$ cat config.mk
export PLATFORM = sky130hd
export DESIGN_NAME = multicycle_maindec_flat
export DESIGN_NICKNAME = d
export VERILOG_FILES = /design/src/rtl/multicycle_maindec_pkg.sv /design/src/rtl/multicycle_maindec_if.sv /design/src/rtl/multicycle_maindec_functmap.sv /design/src/rtl/multicycle_maindec.sv /design/src/flat_wrapper.sv
export SDC_FILE = /design/constraint.sdc
export NUM_CORES = 1
export LEC_CHECK = 0
export CAP_MARGIN = 20
export CORE_MARGIN = 2
export CORE_UTILIZATION = 52
export CTS_CLUSTER_DIAMETER = 120
export DETAILED_ROUTE_END_ITERATION = 6
export DONT_BUFFER_PORTS = 1
export GPL_TIMING_DRIVEN = 0
export MAX_ROUTING_LAYER = met4
export PLACE_DENSITY = 0.73
export SLEW_MARGIN = 10
export SYNTH_ARGS = -nofsm -noshare
export SYNTH_HDL_FRONTEND = slang
export SYNTH_SLANG_ARGS = --single-unit
$ cat constraint.sdc
create_clock -name clk -period 2.15 [get_ports clk]
set_clock_uncertainty 0.2 [all_clocks]
set_input_delay 0.3225 -clock clk [delete_from_list [all_inputs] [get_ports clk]]
set_output_delay 0.3225 -clock clk [all_outputs]
set_load 0.03 [all_outputs]
$ cat src/rtl/multicycle_maindec_pkg.sv
// Shared state encodings, instruction field constants and control-word helper
// for the multicycle main decoder.
package mdec_pkg;

    typedef enum logic [3:0] {
        S_IDLE    = 4'd0,
        S_FETCH   = 4'd1,
        S_DECODE  = 4'd2,
        S_MEMADR  = 4'd3,
        S_MEMRD   = 4'd4,
        S_MEMWB   = 4'd5,
        S_MEMWR   = 4'd6,
        S_RTEXEC  = 4'd7,
        S_ALUWB   = 4'd8,
        S_BRANCH  = 4'd9,
        S_IMMEXEC = 4'd10,
        S_JUMP    = 4'd11,
        S_JR      = 4'd12,
        S_JALR    = 4'd13,
        S_TRAP    = 4'd14
    } state_t;

    localparam logic [5:0] OP_RTYPE = 6'b000000;
    localparam logic [5:0] OP_LW    = 6'b100011;
    localparam logic [5:0] OP_SW    = 6'b101011;
    localparam logic [5:0] OP_LB    = 6'b100000;
    localparam logic [5:0] OP_SB    = 6'b101000;
    localparam logic [5:0] OP_BEQ   = 6'b000100;
    localparam logic [5:0] OP_BNE   = 6'b000101;
    localparam logic [5:0] OP_ADDI  = 6'b001000;
    localparam logic [5:0] OP_ANDI  = 6'b001100;
    localparam logic [5:0] OP_ORI   = 6'b001101;
    localparam logic [5:0] OP_XORI  = 6'b001110;
    localparam logic [5:0] OP_J     = 6'b000010;

    localparam logic [5:0] FN_JR    = 6'b001000;
    localparam logic [5:0] FN_JALR  = 6'b001001;
    localparam logic [5:0] FN_AND   = 6'b100100;
    localparam logic [5:0] FN_OR    = 6'b100101;
    localparam logic [5:0] FN_XOR   = 6'b100110;

    localparam logic [1:0] ALUOP_ADD   = 2'b00;
    localparam logic [1:0] ALUOP_SUB   = 2'b01;
    localparam logic [1:0] ALUOP_FUNCT = 2'b10;

    localparam logic [1:0] PCSRC_ALU    = 2'b00;
    localparam logic [1:0] PCSRC_ALUOUT = 2'b01;
    localparam logic [1:0] PCSRC_JUMP   = 2'b10;
    localparam logic [1:0] PCSRC_RS     = 2'b11;

    localparam logic [1:0] SRCB_RT    = 2'b00;
    localparam logic [1:0] SRCB_FOUR  = 2'b01;
    localparam logic [1:0] SRCB_IMM   = 2'b10;
    localparam logic [1:0] SRCB_IMMSH = 2'b11;

    typedef struct packed {
        logic       mem_req;
        logic       iord;
        logic       irwrite;
        logic       memwrite;
        logic       regwrite;
        logic       regdst;
        logic [1:0] memtoreg;
        logic       alusrca;
        logic [1:0] alusrcb;
        logic [1:0] aluop;
        logic       pcwrite;
        logic [1:0] branch;
        logic [1:0] pcsrc;
        logic       byte_enable;
    } ctl_t;

    // Control word for a state; FETCH strobes are later qualified by ready/stall.
    function automatic ctl_t ctl_for(state_t s, logic [5:0] op, logic from_imm);
        ctl_t c;
        logic bytes;
        c     = '0;
        bytes = (op == OP_LB) || (op == OP_SB);
        case (s)
            S_FETCH: begin
                c.mem_req = 1'b1; c.alusrcb = SRCB_FOUR;
                c.irwrite = 1'b1; c.pcwrite = 1'b1;
            end
            S_DECODE:  c.alusrcb = SRCB_IMMSH;
            S_MEMADR: begin
                c.alusrca = 1'b1; c.alusrcb = SRCB_IMM; c.byte_enable = bytes;
            end
            S_MEMRD: begin
                c.mem_req = 1'b1; c.iord = 1'b1; c.byte_enable = bytes;
            end
            S_MEMWB: begin
                c.regwrite = 1'b1; c.memtoreg = 2'b01; c.byte_enable = bytes;
            end
            S_MEMWR: begin
                c.mem_req = 1'b1; c.iord = 1'b1; c.memwrite = 1'b1;
                c.byte_enable = bytes;
            end
            S_RTEXEC: begin
                c.alusrca = 1'b1; c.alusrcb = SRCB_RT; c.aluop = ALUOP_FUNCT;
            end
            S_ALUWB: begin
                c.regwrite = 1'b1; c.regdst = ~from_imm;
            end
            S_IMMEXEC: begin
                c.alusrca = 1'b1; c.alusrcb = SRCB_IMM;
                c.aluop   = (op == OP_ADDI) ? ALUOP_ADD : ALUOP_FUNCT;
            end
            S_BRANCH: begin
                c.alusrca = 1'b1; c.alusrcb = SRCB_RT; c.aluop = ALUOP_SUB;
                c.pcsrc   = PCSRC_ALUOUT;
                c.branch  = (op == OP_BNE) ? 2'b11 : 2'b01;
            end
            S_JUMP: begin
                c.pcwrite = 1'b1; c.pcsrc = PCSRC_JUMP;
            end
            S_JR: begin
                c.pcwrite = 1'b1; c.pcsrc = PCSRC_RS;
            end
            S_JALR: begin
                c.pcwrite = 1'b1; c.pcsrc = PCSRC_RS; c.regwrite = 1'b1;
                c.regdst  = 1'b1; c.memtoreg = 2'b10;
            end
            default: c = '0;
        endcase
        return c;
    endfunction

endpackage

$ cat src/rtl/multicycle_maindec_if.sv
// Instruction/memory/control bundle between the IR, memory and the decoder.
// Handshake: an access in progress (mem_req=1) completes on a cycle with mem_ready=1 and stall=0.
interface multicycle_maindec_if #(
    parameter int OP_W    = 6,
    parameter int FUNCT_W = 6,
    parameter int CNT_W   = 32
);
    logic [OP_W-1:0]    op;
    logic [FUNCT_W-1:0] funct_pass;
    logic               mem_ready;
    logic               stall;
    logic               mem_req;
    logic               iord;
    logic               irwrite;
    logic               memwrite;
    logic               regwrite;
    logic               regdst;
    logic [1:0]         memtoreg;
    logic               alusrca;
    logic [1:0]         alusrcb;
    logic [1:0]         aluop;
    logic               pcwrite;
    logic [1:0]         branch;
    logic [1:0]         pcsrc;
    logic               byte_enable;
    logic [FUNCT_W-1:0] funct;
    logic               illegal;
    logic               retire;
    logic [CNT_W-1:0]   retire_cnt;
    logic [3:0]         state_dbg;

    modport slave (
        input  op, funct_pass, mem_ready, stall,
        output mem_req, iord, irwrite, memwrite, regwrite, regdst, memtoreg,
               alusrca, alusrcb, aluop, pcwrite, branch, pcsrc, byte_enable,
               funct, illegal, retire, retire_cnt, state_dbg
    );

    modport master (
        output op, funct_pass, mem_ready, stall,
        input  mem_req, iord, irwrite, memwrite, regwrite, regdst, memtoreg,
               alusrca, alusrcb, aluop, pcwrite, branch, pcsrc, byte_enable,
               funct, illegal, retire, retire_cnt, state_dbg
    );
endinterface

$ cat src/rtl/multicycle_maindec_functmap.sv
// Effective ALU funct: logical immediates borrow the matching R-type funct code.
module mdec_functmap
    import mdec_pkg::*;
#(
    parameter int FUNCT_W = 6
) (
    input  logic [5:0]         i_op,
    input  logic [FUNCT_W-1:0] i_funct_pass,
    output logic [FUNCT_W-1:0] o_funct
);
    always_comb begin
        case (i_op)
            OP_ORI:  o_funct = FUNCT_W'(FN_OR);
            OP_XORI: o_funct = FUNCT_W'(FN_XOR);
            OP_ANDI: o_funct = FUNCT_W'(FN_AND);
            default: o_funct = i_funct_pass;
        endcase
    end
endmodule

$ cat src/rtl/multicycle_maindec.sv
// Multicycle MIPS-subset main control: registered Moore FSM with memory
// handshake, stall freeze, illegal-opcode trap and retired-instruction counter.
module multicycle_maindec
    import mdec_pkg::*;
#(
    parameter int OP_W         = 6,
    parameter int FUNCT_W      = 6,
    parameter int CNT_W        = 32,
    parameter bit MEM_HS       = 1'b1,
    parameter bit ILLEGAL_TRAP = 1'b1
) (
    input  logic                clk,
    input  logic                reset_n,
    multicycle_maindec_if.slave bus
);
    state_t           r_state;
    ctl_t             r_ctl;
    logic             r_from_imm;
    logic             r_illegal;
    logic [CNT_W-1:0] r_cnt;

    state_t     w_nxt;
    logic [5:0] w_op;
    logic [5:0] w_fp;
    logic       w_done;
    logic       w_unknown;
    logic       w_from_imm;
    logic       w_retire;

    assign w_op       = 6'(bus.op);
    assign w_fp       = 6'(bus.funct_pass);
    assign w_done     = MEM_HS ? bus.mem_ready : 1'b1;
    assign w_from_imm = (r_state == S_IMMEXEC) || ((r_state == S_ALUWB) && r_from_imm);
    assign w_unknown  = !(w_op inside {OP_RTYPE, OP_LW, OP_SW, OP_LB, OP_SB, OP_BEQ,
                                       OP_BNE, OP_ADDI, OP_ANDI, OP_ORI, OP_XORI, OP_J});

    always_comb begin
        w_nxt = r_state;
        if (!bus.stall) begin
            case (r_state)
                S_IDLE:  w_nxt = S_FETCH;
                S_FETCH: if (w_done) w_nxt = S_DECODE;
                S_DECODE: begin
                    if (w_op inside {OP_LW, OP_SW, OP_LB, OP_SB})  w_nxt = S_MEMADR;
                    else if (w_op == OP_RTYPE)
                        w_nxt = (w_fp == FN_JR)   ? S_JR :
                                (w_fp == FN_JALR) ? S_JALR : S_RTEXEC;
                    else if (w_op inside {OP_BEQ, OP_BNE})         w_nxt = S_BRANCH;
                    else if (w_op inside {OP_ADDI, OP_ANDI, OP_ORI, OP_XORI})
                        w_nxt = S_IMMEXEC;
                    else if (w_op == OP_J)                         w_nxt = S_JUMP;
                    else w_nxt = ILLEGAL_TRAP ? S_TRAP : S_FETCH;
                end
                S_MEMADR:  w_nxt = (w_op inside {OP_LW, OP_LB}) ? S_MEMRD : S_MEMWR;
                S_MEMRD:   if (w_done) w_nxt = S_MEMWB;
                S_MEMWR:   if (w_done) w_nxt = S_FETCH;
                S_RTEXEC:  w_nxt = S_ALUWB;
                S_IMMEXEC: w_nxt = S_ALUWB;
                S_MEMWB, S_ALUWB, S_BRANCH, S_JUMP, S_JR, S_JALR: w_nxt = S_FETCH;
                S_TRAP:    w_nxt = S_TRAP;
                default:   w_nxt = S_IDLE;
            endcase
        end
    end

    // Retire is tied to the state actually leaving on this edge, so stall masks it.
    assign w_retire = !bus.stall &&
                      ((r_state inside {S_MEMWB, S_ALUWB, S_BRANCH, S_JUMP, S_JR, S_JALR}) ||
                       ((r_state == S_MEMWR) && w_done) ||
                       ((r_state == S_DECODE) && w_unknown && !ILLEGAL_TRAP));

    always_ff @(posedge clk or negedge reset_n) begin
        if (!reset_n) begin
            r_state    <= S_IDLE;
            r_ctl      <= '0;
            r_from_imm <= 1'b0;
            r_illegal  <= 1'b0;
            r_cnt      <= '0;
        end else begin
            r_state    <= w_nxt;
            r_ctl      <= ctl_for(w_nxt, w_op, w_from_imm);
            r_from_imm <= w_from_imm;
            if (w_nxt == S_TRAP) r_illegal <= 1'b1;
            if (w_retire)        r_cnt     <= r_cnt + 1'b1;
        end
    end

    mdec_functmap #(.FUNCT_W(FUNCT_W)) u_functmap (
        .i_op         (w_op),
        .i_funct_pass (bus.funct_pass),
        .o_funct      (bus.funct)
    );

    assign bus.mem_req     = r_ctl.mem_req;
    assign bus.iord        = r_ctl.iord;
    assign bus.irwrite     = r_ctl.irwrite & w_done & ~bus.stall;
    assign bus.memwrite    = r_ctl.memwrite & ~bus.stall;
    assign bus.regwrite    = r_ctl.regwrite & ~bus.stall;
    assign bus.regdst      = r_ctl.regdst;
    assign bus.memtoreg    = r_ctl.memtoreg;
    assign bus.alusrca     = r_ctl.alusrca;
    assign bus.alusrcb     = r_ctl.alusrcb;
    assign bus.aluop       = r_ctl.aluop;
    assign bus.pcwrite     = r_ctl.pcwrite & ~bus.stall & (w_done | (r_state != S_FETCH));
    assign bus.branch      = bus.stall ? 2'b00 : r_ctl.branch;
    assign bus.pcsrc       = r_ctl.pcsrc;
    assign bus.byte_enable = r_ctl.byte_enable;
    assign bus.illegal     = r_illegal;
    assign bus.retire      = w_retire;
    assign bus.retire_cnt  = r_cnt;
    assign bus.state_dbg   = r_state;

endmodule

$ cat src/flat_wrapper.sv
// flat-port wrapper written by rule: the top's interface ports become plain ports
module multicycle_maindec_flat import mdec_pkg::*;
#(
    parameter int OP_W         = 6,
    parameter int FUNCT_W      = 6,
    parameter int CNT_W        = 32,
    parameter bit MEM_HS       = 1'b1,
    parameter bit ILLEGAL_TRAP = 1'b1
)
  (clk, reset_n, bus_op, bus_funct_pass, bus_mem_ready, bus_stall, bus_mem_req, bus_iord, bus_irwrite, bus_memwrite, bus_regwrite, bus_regdst, bus_memtoreg, bus_alusrca, bus_alusrcb, bus_aluop, bus_pcwrite, bus_branch, bus_pcsrc, bus_byte_enable, bus_funct, bus_illegal, bus_retire, bus_retire_cnt, bus_state_dbg);
  multicycle_maindec_if #(.OP_W(OP_W), .FUNCT_W(FUNCT_W), .CNT_W(CNT_W)) bus_i ();
  input  logic clk;
  input  logic reset_n;
  input wire logic [$bits(bus_i.op)-1:0] bus_op;
  input wire logic [$bits(bus_i.funct_pass)-1:0] bus_funct_pass;
  input wire logic [$bits(bus_i.mem_ready)-1:0] bus_mem_ready;
  input wire logic [$bits(bus_i.stall)-1:0] bus_stall;
  output wire logic [$bits(bus_i.mem_req)-1:0] bus_mem_req;
  output wire logic [$bits(bus_i.iord)-1:0] bus_iord;
  output wire logic [$bits(bus_i.irwrite)-1:0] bus_irwrite;
  output wire logic [$bits(bus_i.memwrite)-1:0] bus_memwrite;
  output wire logic [$bits(bus_i.regwrite)-1:0] bus_regwrite;
  output wire logic [$bits(bus_i.regdst)-1:0] bus_regdst;
  output wire logic [$bits(bus_i.memtoreg)-1:0] bus_memtoreg;
  output wire logic [$bits(bus_i.alusrca)-1:0] bus_alusrca;
  output wire logic [$bits(bus_i.alusrcb)-1:0] bus_alusrcb;
  output wire logic [$bits(bus_i.aluop)-1:0] bus_aluop;
  output wire logic [$bits(bus_i.pcwrite)-1:0] bus_pcwrite;
  output wire logic [$bits(bus_i.branch)-1:0] bus_branch;
  output wire logic [$bits(bus_i.pcsrc)-1:0] bus_pcsrc;
  output wire logic [$bits(bus_i.byte_enable)-1:0] bus_byte_enable;
  output wire logic [$bits(bus_i.funct)-1:0] bus_funct;
  output wire logic [$bits(bus_i.illegal)-1:0] bus_illegal;
  output wire logic [$bits(bus_i.retire)-1:0] bus_retire;
  output wire logic [$bits(bus_i.retire_cnt)-1:0] bus_retire_cnt;
  output wire logic [$bits(bus_i.state_dbg)-1:0] bus_state_dbg;
  assign bus_i.op = bus_op;
  assign bus_i.funct_pass = bus_funct_pass;
  assign bus_i.mem_ready = bus_mem_ready;
  assign bus_i.stall = bus_stall;
  assign bus_mem_req = bus_i.mem_req;
  assign bus_iord = bus_i.iord;
  assign bus_irwrite = bus_i.irwrite;
  assign bus_memwrite = bus_i.memwrite;
  assign bus_regwrite = bus_i.regwrite;
  assign bus_regdst = bus_i.regdst;
  assign bus_memtoreg = bus_i.memtoreg;
  assign bus_alusrca = bus_i.alusrca;
  assign bus_alusrcb = bus_i.alusrcb;
  assign bus_aluop = bus_i.aluop;
  assign bus_pcwrite = bus_i.pcwrite;
  assign bus_branch = bus_i.branch;
  assign bus_pcsrc = bus_i.pcsrc;
  assign bus_byte_enable = bus_i.byte_enable;
  assign bus_funct = bus_i.funct;
  assign bus_illegal = bus_i.illegal;
  assign bus_retire = bus_i.retire;
  assign bus_retire_cnt = bus_i.retire_cnt;
  assign bus_state_dbg = bus_i.state_dbg;
  multicycle_maindec #(.OP_W(OP_W), .FUNCT_W(FUNCT_W), .CNT_W(CNT_W), .MEM_HS(MEM_HS), .ILLEGAL_TRAP(ILLEGAL_TRAP)) u_core (.clk(clk), .reset_n(reset_n), .bus(bus_i));
endmodule
Word-level counts from Yosys, hierarchy flattened
Cells that the tools add are included.
{ "word_totals": {"reg_bits": 57, "output_inout_bits": 63, "wordCells": 125} }
{ "op_classes": {"n_addsub": 1, "n_eq_ne": 42, "muxes": 31, "bitwise": 9, "n_reduce_logical": 24} }
{ "op_table": {"columns": ["op", "n"], "rows": [
  ["4-bit equality test, second input constant", 14],
  ["4-bit two-way mux", 10],
  ["6-bit by 4-bit equality test with 1-bit output, second input constant", 6],
  ["32-bit by 1-bit adder with 32-bit output, second input constant", 1],
  ["4-bit by 3-bit equality test with 1-bit output, second input constant", 8],
  ["4-bit one-hot mux with 8 select lines", 1],
  ["6-bit equality test, second input constant", 4],
  ["2-bit one-hot mux with 3 select lines", 3],
  ["6-bit one-hot mux with 3 select lines", 1],
  ["4-bit by 2-bit equality test with 1-bit output, second input constant", 4],
  ["6-bit by 3-bit equality test with 1-bit output, second input constant", 2],
  ["4-bit OR reduction", 3],
  ["2-bit two-way mux", 5],
  ["4-bit by 1-bit equality test with 1-bit output, second input constant", 2],
  ["1-bit two-way mux", 8],
  ["4-bit nonzero test", 2],
  ["2-bit OR reduction", 4],
  ["7-bit OR reduction", 1],
  ["1-bit bitwise AND", 6],
  ["6-bit by 2-bit equality test with 1-bit output, second input constant", 1],
  ["6-bit zero test", 1],
  ["6-bit nonzero test", 1],
  ["3-bit OR reduction", 2],
  ["4-bit zero test", 1],
  ["other kinds (10)", 16]
]} }

Depth between registers and ports, before layout
Gate-level depths: netlist (run 1).
{ "logic_depth": {"depth_word": 11, "depth_mapped": 9, "depth_no_buf": 7} }

Cells and area by module
From an unflattened synthesis (run 1), not the netlist that was laid out.
{ "unflattened": {"cells_unflattened": 295, "area_unflattened_um2": 3022.9} }
{ "by_module_without_submodules": {"columns": ["module", "n_inst", "cells_per_inst", "area_each_um2"], "rows": [
  ["multicycle_maindec", 1, 285, 2932.8],
  ["mdec_functmap", 1, 10, 90.1]
]} }

Worst setup path after synthesis (run 1)
OpenSTA, ideal clock, no wires.
{ "synth_path": {"path_kind": "register -> register", "from": "reg u_core.r_state[0] (netlist: u_core.bus.state_dbg[0])", "to": "reg u_core.r_cnt[19] (netlist: u_core.bus.retire_cnt[19])", "setup_time_ns": 0.134, "arrival_ns": 2.178, "path_slack_ns": -0.363, "path_stages_with_launch": 9, "synth_period_minus_slack_ns": 2.513, "cell_sequence": "dfrtp_1 buf_2 nor4bb_1 o21ai_1 a211oi_1 and2_0 clkbuf_1 nand4_1 xnor2_1"} }
{ "synth_between": {"elab_chain_cells": 4, "elab_cells_between_ends": 11, "cone_classes": "eq/ne (7); reduce/logical (4)"} }
{ "synth_rtl": {"columns": ["item", "line_no", "source"], "rows": [
  ["start: declaration", "multicycle_maindec.sv:16", "state_t r_state;"],
  ["start signal: assignment", "multicycle_maindec.sv:80", "r_state <= w_nxt;"],
  ["4-bit by 3-bit equality test with 1-bit output (tied with other cells)", "multicycle_maindec.sv:68", "((r_state inside {S_MEMWB, S_ALUWB, S_BRANCH, S_JUMP, S_JR, S_JALR}) ||"],
  ["6-bit nonzero test / 1-bit logical AND (equally long branches)", "multicycle_maindec.sv:68, multicycle_maindec.sv:69", null],
  ["1-bit logical OR (*)", "multicycle_maindec.sv:68", null],
  ["1-bit logical AND (*)", "multicycle_maindec.sv:67", "assign w_retire = !bus.stall &&"],
  ["end signal: assignment", "multicycle_maindec.sv:84", "if (w_retire) r_cnt <= r_cnt + 1'b1;"],
  ["end: declaration", "multicycle_maindec.sv:20", "logic [CNT_W-1:0] r_cnt;"]
]} }
Mark *: on every way between the ends. The rest lies on a longest branch, timed or not.
A chain may end at the register's enable or synchronous reset.

Final worst setup path (run 1)
{ "layout_path": {"from": "reg u_core.r_state[0] (netlist: u_core.bus.state_dbg[0])", "to": "reg u_core.r_ctl[5] (netlist bit)"} }
{ "layout_between": {"elab_chain_cells": 7, "elab_cells_between_ends": 28, "cone_classes": "eq/ne (18); mux (6); reduce/logical (4)"} }
{ "layout_rtl": {"columns": ["item", "line_no", "source"], "rows": [
  ["4-bit equality test (tied with other cells)", "multicycle_maindec.sv:40", "case (r_state)"],
  ["7-bit OR reduction (no line) / 2-bit OR reduction (equally long branches)", null, null],
  ["4-bit one-hot mux with 8 select lines", "multicycle_maindec.sv:40", null],
  ["4-bit two-way mux (*)", "multicycle_maindec.sv:39", "if (!bus.stall) begin"],
  ["4-bit equality test / 4-bit by 1-bit equality test with 1-bit output (equally long branches)", "multicycle_maindec_pkg.sv:79", "case (s)"],
  ["4-bit OR reduction (no line) (*)", null, null],
  ["1-bit two-way mux (*)", "multicycle_maindec_pkg.sv:79", null],
  ["end signal: assignment", "multicycle_maindec.sv:81", "r_ctl <= ctl_for(w_nxt, w_op, w_from_imm);"],
  ["end: declaration", "multicycle_maindec.sv:17", "ctl_t r_ctl;"]
]} }
Marked as above.

==> results of run 1 <==
cell families (layout without fill, tap and decap cells):
group	Yosys count	in the layout
AND/OR/NAND/NOR	126	126
flip-flops	56	56
AO/OA/AOI/OAI	40	40
buffers and inverters	40	64
XOR/XNOR	34	34
multiplexers	3	3
adder cells (fa/ha/maj)	1	1
metrics by stage:
step,power (mW),std cells,util [%]
after floorplan,2.870,300,-
after global placement,3.116,372,58.30
after detailed placement,3.129,372,58.30
after CTS,4.228,393,65.59
after global routing,4.576,396,67.76
final,4.346,396,67.76
layer usage:
layer	vias up	share of wire (%)
met3	12	5.9
li1	1087	-
met5	-	0
met1	1135	39
met4	0	1.5
met2	83	54
worst paths after layout:
| check | cells after the start | to | slack, ns | start |
|---|---|---|---|---|
| worst max-delay path | 8 | u_core.r_ctl[5] | -0.34 | u_core.bus.state_dbg[0] |
| worst min-delay path | 3 | u_core.r_ctl[4] | 0.02 | bus_op[4] |
| worst max register to register | 8 | u_core.r_ctl[5] | -0.34 | u_core.bus.state_dbg[0] |
| worst min register to register | 1 | u_core.r_from_imm | 0.33 | u_core.r_from_imm |
| max in group asynchronous | 2 | u_core.bus.state_dbg[2] | 1.16 | reset_n |
| min in group asynchronous | 2 | u_core.bus.retire_cnt[11] | 0.34 | reset_n |
power groups by stage:
stage / Sequential, mW / Clock [mW] / Combinational [mW]
6_report: 1.67 / 0.624 / 2.06
3_5_place_dp: 1.67 / 0 / 1.46
4_1_cts: 1.66 / 0.645 / 1.93
5_1_grt: 1.69 / 0.692 / 2.19
3_3_place_gp: 1.67 / 0 / 1.44
2_1_floorplan: 1.63 / 0 / 1.24
repair_timing:
item,4_1_cts,5_1_grt
hold endpoints to repair,57,0
hold buffers,3,0
buffers inserted,9,3
gates resized for setup,47,33
cloned,1,0
pin swaps,13,4
setup endpoints to repair,54,58
layout by cell type (no fill, tap or decap), types with 3 or more instances in the layout:
cell	netlist	layout
nand3_1	19	7
a21oi_2	0	4
nor3_2	0	3
nor3_1	8	5
nand2b_1	8	5
xor2_1	8	8
dfrtp_2	0	8
nor2_1	20	12
buf_6	2	9
clkbuf_8	0	5
nor2_2	0	5
nand2_1	18	11
inv_1	12	10
nand2_2	0	5
nor2_4	0	3
or3_1	6	6
a21oi_1	9	4
buf_4	8	19
dfrtp_1	56	48
nand4_1	10	10
buf_8	0	3
nor4_1	3	3
and3_1	7	5
xnor2_1	26	25
nand3_2	0	11
buf_2	7	3
o21ai_0	5	4
nor2b_1	8	7
state kept, by name, indices dropped and copies added (netlist names), 2 cells and up:
register and cells:
u_core.bus.retire_cnt 32, u_core.r_ctl 5, u_core.bus.state_dbg 4, u_core.bus.aluop 2, u_core.bus.alusrcb 2, u_core.bus.memtoreg 2, u_core.bus.pcsrc 2
cell type report:
type                       count  share of cell area, %
timing repair buffer          16                  4.318
multi-input combinational    204                  45.24
sequential                    56                  38.06
tap                           72                  2.429
inverter                      13                  1.383
clock inverter                 3                 0.7760
clock buffer                   5                  1.856
buffer                        27                  5.938
worst min-delay path, stage by stage:
cell     delay [ns]
nor4_1         0.04
nand2_1        0.09
nor2_1         0.06
==> impl_results.md, run 1 <==
- Worst setup EP type: register
- Worst path required time: 2.16 ns
- Post-Syn Area: 2937 sq um
- Clock-pin transition on the worst setup and hold timing paths: around 0.11 ns
- Hpwl dp: between 4000 and 5000 microns
- Sequential cell area: 1411 sq um
- Core outline area: between 5000 and 6000 sq um
- Fin nets: 340
- Number of global-route vias before repair: ~2300
- Post-synth top area share: between 40 and 50%
- Slew HR: 59.54%
- Seq cells post-synth: 56
- Hold Crit Class: in -> reg
- Post-DP Area: between 3000 and 4000 sq um
- Peak supply drop: 1.091 mV
- Fmax: slightly above 0.4 GHz
- Std-Cell Rows: 27
- Failing checks: negative setup slack
- Final setup TNS: -8.079 ns
- Synth Area in Simple Gates: a little under a quarter
- DR WL/cell: around 17 microns
- Design internal power: 2.375 mW
- Critical Path Source Type: register
- Ports: 79
- Clock sink count: between 50 and 60
- Synth Area in XOR/XNOR: between 10% and 20%
- Largest stage delay, worst path: around 0.55 ns
- Fin Hold WS: 0.02178 ns
- Area leader, netlist: dfrtp_1
- Slew Limit Fails: 0
- Crit path top cell by count: buf_6
- GRT Overall Usage: between 20% and 30%
- Compound-cell area share of the yosys netlist: between 10% and 20%
- Critical path class: reg -> reg
- Post-synthesis area per instance: between 9 and 10 sq um
- Synth cell types: 59
- Buffers on Ports: 0
- First-pass GRT wire length: 10680 microns
- Tcrit/Tclk final: 115.6%
- Total gr overflow: 0
- Final hold violation count: 0
- Slowest cell on the critical path: or4_4
- Async S/R FF share, synth: 100.0%
- Adder-Cell Fraction of Synth Area: 0.4261%
- Post-synth net total: 317
- Share of cells above drive strength 1: a little under two fifths
- Most frequent cell after synthesis: dfrtp_1
- CP Buf/Inv Count: 2
- Most used routing layer: met2
- P_leak: 1.572 nW
- H-Tree Depth: 2
- RSZ-0062 raised after global routing: yes
- Sw Share: a little under half
- Inserted Diodes: 0
- Data arrival time of the worst path: 2.50 ns
- Max Cap Viol: 0
- Comb power frac: a little under half
- Most frequent cells after synthesis: dfrtp_1 (56), xnor2_1 (26), nor2_1 (20), nand3_1 (19), nand2_1 (18)
- Num CTS Buffers: 5
- Area Growth Syn to Fin: 26.29%
- Finished Cell Area: 3709 sq um
- Net switching power: 1.971 mW
- Largest delay share family, worst path: simple AND/OR/NAND/NOR gates
- Root buffer cell: clkbuf_8
- Post-synth EDFFs: 0
- GR Layer Usage met2: between 30% and 40%
- Final Setup Violations: 47
- DR DRC count: 0
- Main combinational cell family by area after synthesis: simple AND/OR/NAND/NOR gates
- Sequential Power Share: 38.3%
- Router iterations before antenna repair: 4
- Synth Flop Type: dfrtp_1
- Gpl congestion: 0.9041
- Clk buf depth: 2
- Die Ht: 79.15 microns
- Via density: 5.851
- FILL cells: 427
- Least-Margin Pin Slew: a little over 0.6 ns
- Synth area leaders: dfrtp_1 (48%), xnor2_1 (7.8%), nand3_1 (3.2%), nor2_1 (2.6%), xor2_1 (2.4%)
- Clk Latency, worst-skew pair: 0.32 ns
- Register area share after synthesis: 47.72%
- Met1 track demand over resource: roughly a quarter
- Clock power share: 14.4%
- Largest net degree at the start of global routing: 57
- Mapped Cells: 300
- PnR worst setup slack: -0.3355 ns
- Worst path cell trace: nand2b_4 > or4_4 > a311o_1 > and3_4 > buf_6 > buf_6 > nand2_4 > o22ai_2
- Status: complete, but fails checks
- Pwr Density: 1172 nW/um^2
- Mux share of post-synthesis cell area: 1.108%
- Die W: 79.15 microns
- DR iter-0 viols: 63
- Initial Utilization: 53.66%
- Initial antenna violation count: 0
- Area taken by multi-input logic gates: 1678 sq um
- Pre-CTS setup slack: -0.4540 ns
- CTS tree: built
- DIE AREA: approximately 6300 sq um
- Worst-path fanout max: 6
- Clock period minus worst slack: 2.486 ns
- Antenna-violating nets left: 0
- Total wire length: 6852 microns
- Synth warn: 0
- M3 GR Usage: 5.114%
- Routed via count: about 2300
(Power assumes the default switching activity.)
==> inputs of run 2 (changes only) <==
Settings changed: PLACE_DENSITY 0.73 to 0.7, TNS_END_PERCENT set to 5.
Clock period 2.15 ns to 2.8 ns, I/O delays scaled along.
==> impl_results.md, run 2 (synthesis gave the netlist of run 1 again) <==
- Initial antenna violation count: 0
- Most common cell after layout, fill and taps aside: dfrtp_1
- Largest net degree at the start of global routing: 57
- Inserted Diodes: 0
- Status: completed
- Clk buf depth: 2
- Fmax: 0.3827 GHz
- Post-CTS Setup Inserts: 0
- Most frequent cells in the layout: dfrtp_1 (49), xnor2_1 (26), nor2_1 (20)
- Hpwl dp: approximately 4300 microns
- First-pass GRT wire length: 10030 microns
- Slew HR: around a third
- Layout Cells excl Fill: 382
- Tcrit/Tclk final: 93.32%
- Clock-pin transition on the worst setup and hold timing paths: 0.10 ns
- Pwr Density: 867.5 nW/um^2
- Finished Cell Area: 3208 sq um
- Fin util: 58.62%
- CTS tree: built
- Max Cap Viol: 0
- H-Tree Depth: 2
- Via density: 5.783
- DIE AREA: ~6300 sq um
- Worst-path fanout max: 9
- Std-Cell Rows: 27
- Die Ht: 79.15 microns
- Core outline area: 5473 sq um
- Share of cells above drive strength 1: 15.48%
- Worst path required time: 2.80 ns
- Number of global-route vias before repair: between 2000 and 2500
- Initial Utilization: between 50% and 60%
- Critical path class: reg -> reg
- Total wire length: 6220 microns
- Hold Crit Class: in -> reg
- Clock period minus worst slack: 2.613 ns
- Die W: 79.15 microns
- Router iterations before antenna repair: 4
- GRT Overall Usage: 20.74%
- Gpl congestion: 0.8290
- Total gr overflow: 0
- Final Setup Violations: 0
- Routed via count: 2209
- Worst setup EP type: register
- Max reg flops: 32
- Antenna-violating nets left: 0
- RSZ-0062 raised after global routing: no
- Ports: 79
- Data arrival time of the worst path: 2.61 ns
- Clock sink count: 56
- DR DRC count: 0
- Clk Latency, worst-skew pair: 0.31 ns
- Fin Hold WS: 0.09760 ns
- Peak supply drop: 0.5551 mV
- DR WL/cell: 16.28 microns
- Area Growth Syn to Fin: 9.246%
- P_leak: 1.386 nW
- Post-DP Area: 3027 sq um
- Critical Path Source Type: register
- Post-Place Cells: 372
- Slew Limit Fails: 0
- FILL cells: slightly below 500
- Least-Margin Pin Slew: 1.011 ns
- Pre-CTS setup slack: -0.2124 ns
- Final setup TNS: 0 ns
- Final hold violation count: 0
- DR iter-0 viols: 118
- Root buffer cell: clkbuf_8
- Buffers on Ports: 0
- Fin nets: roughly 330
- Final Total Pwr: 2.783 mW
- PnR worst setup slack: 0.1870 ns
- Num CTS Buffers: 5
==> run 2: cell types whose count changed in the layout (fill, tap and decap cells not counted), sizes merged <==
cell         delta
dlygate4sd3     -1
clkinvlp        +1
inv             -2
clkbuf          +6
clkinv          +1
buf            -19
==> run 2: timing repair <==
| action | CTS | global route |
|---|---|---|
| setup endpoints to repair | 15 | 31 |
| hold buffers | 2 | 0 |
| resized for setup | 4 | 16 |
| hold endpoints to repair | 56 | 0 |
| gates cloned | 0 | 0 |
==> run 2: where the power goes <==
part	internal, mW	leakage (nW)	switching [mW]	total, mW
clock network	0.178	0.0445	0.268	0.446
logic	0.381	0.593	0.696	1.08
registers	0.961	0.748	0.299	1.26
total	1.52	1.39	1.26	2.78
==> run 2: worst paths after layout <==
kind / start / endpoint / slack, ns / depth (start not counted)
max: u_core.bus.retire_cnt[6] / u_core.bus.retire_cnt[19] / 0.19 / 8
min: bus_op[4] / u_core.bus.byte_enable / 0.1 / 2
max reg2reg: u_core.bus.retire_cnt[6] / u_core.bus.retire_cnt[19] / 0.19 / 8
min reg2reg: u_core.r_from_imm / u_core.r_from_imm / 0.31 / 1
max in group asynchronous: reset_n / u_core.bus.state_dbg[2] / 1.71 / 2
min in group asynchronous: reset_n / u_core.bus.retire_cnt[6] / 0.43 / 2
==> run 2: cell type report <==
cell class              instances  area, sq um  area share, %
plain buffers                  27        160.2          4.992
clock buffers                   5        68.82          2.145
clock inverters                 3        21.27         0.6630
inverters                      13        48.80          1.521
multi-input cells             204         1371          42.75
flip-flops and latches         56         1410          43.95
well taps                      72        90.09          2.808
repair buffers                  2        37.54          1.170
==> run 2: per-layer routing <==
layer  part of all wire, %  vias up  wire length (microns)  global-route usage (%)
met5                     0        -                      0                       -
met4                   1.1        0                     70                   6.034
met3                   4.8        9                    301                   5.568
met2                    50       61                   3099                   33.64
met1                    44     1075                   2748                   25.67
li1                      -     1064                      -                       -
==> run 2: worst max-delay path, stage by stage (launching register included) <==
cell      delay [ns]
dfrtp_1         0.57
and4_1          0.29
and3_1          0.21
and3_1          0.16
clkbuf_1        0.32
and2_0          0.19
clkbuf_1        0.26
nand4_1         0.15
xnor2_1         0.16
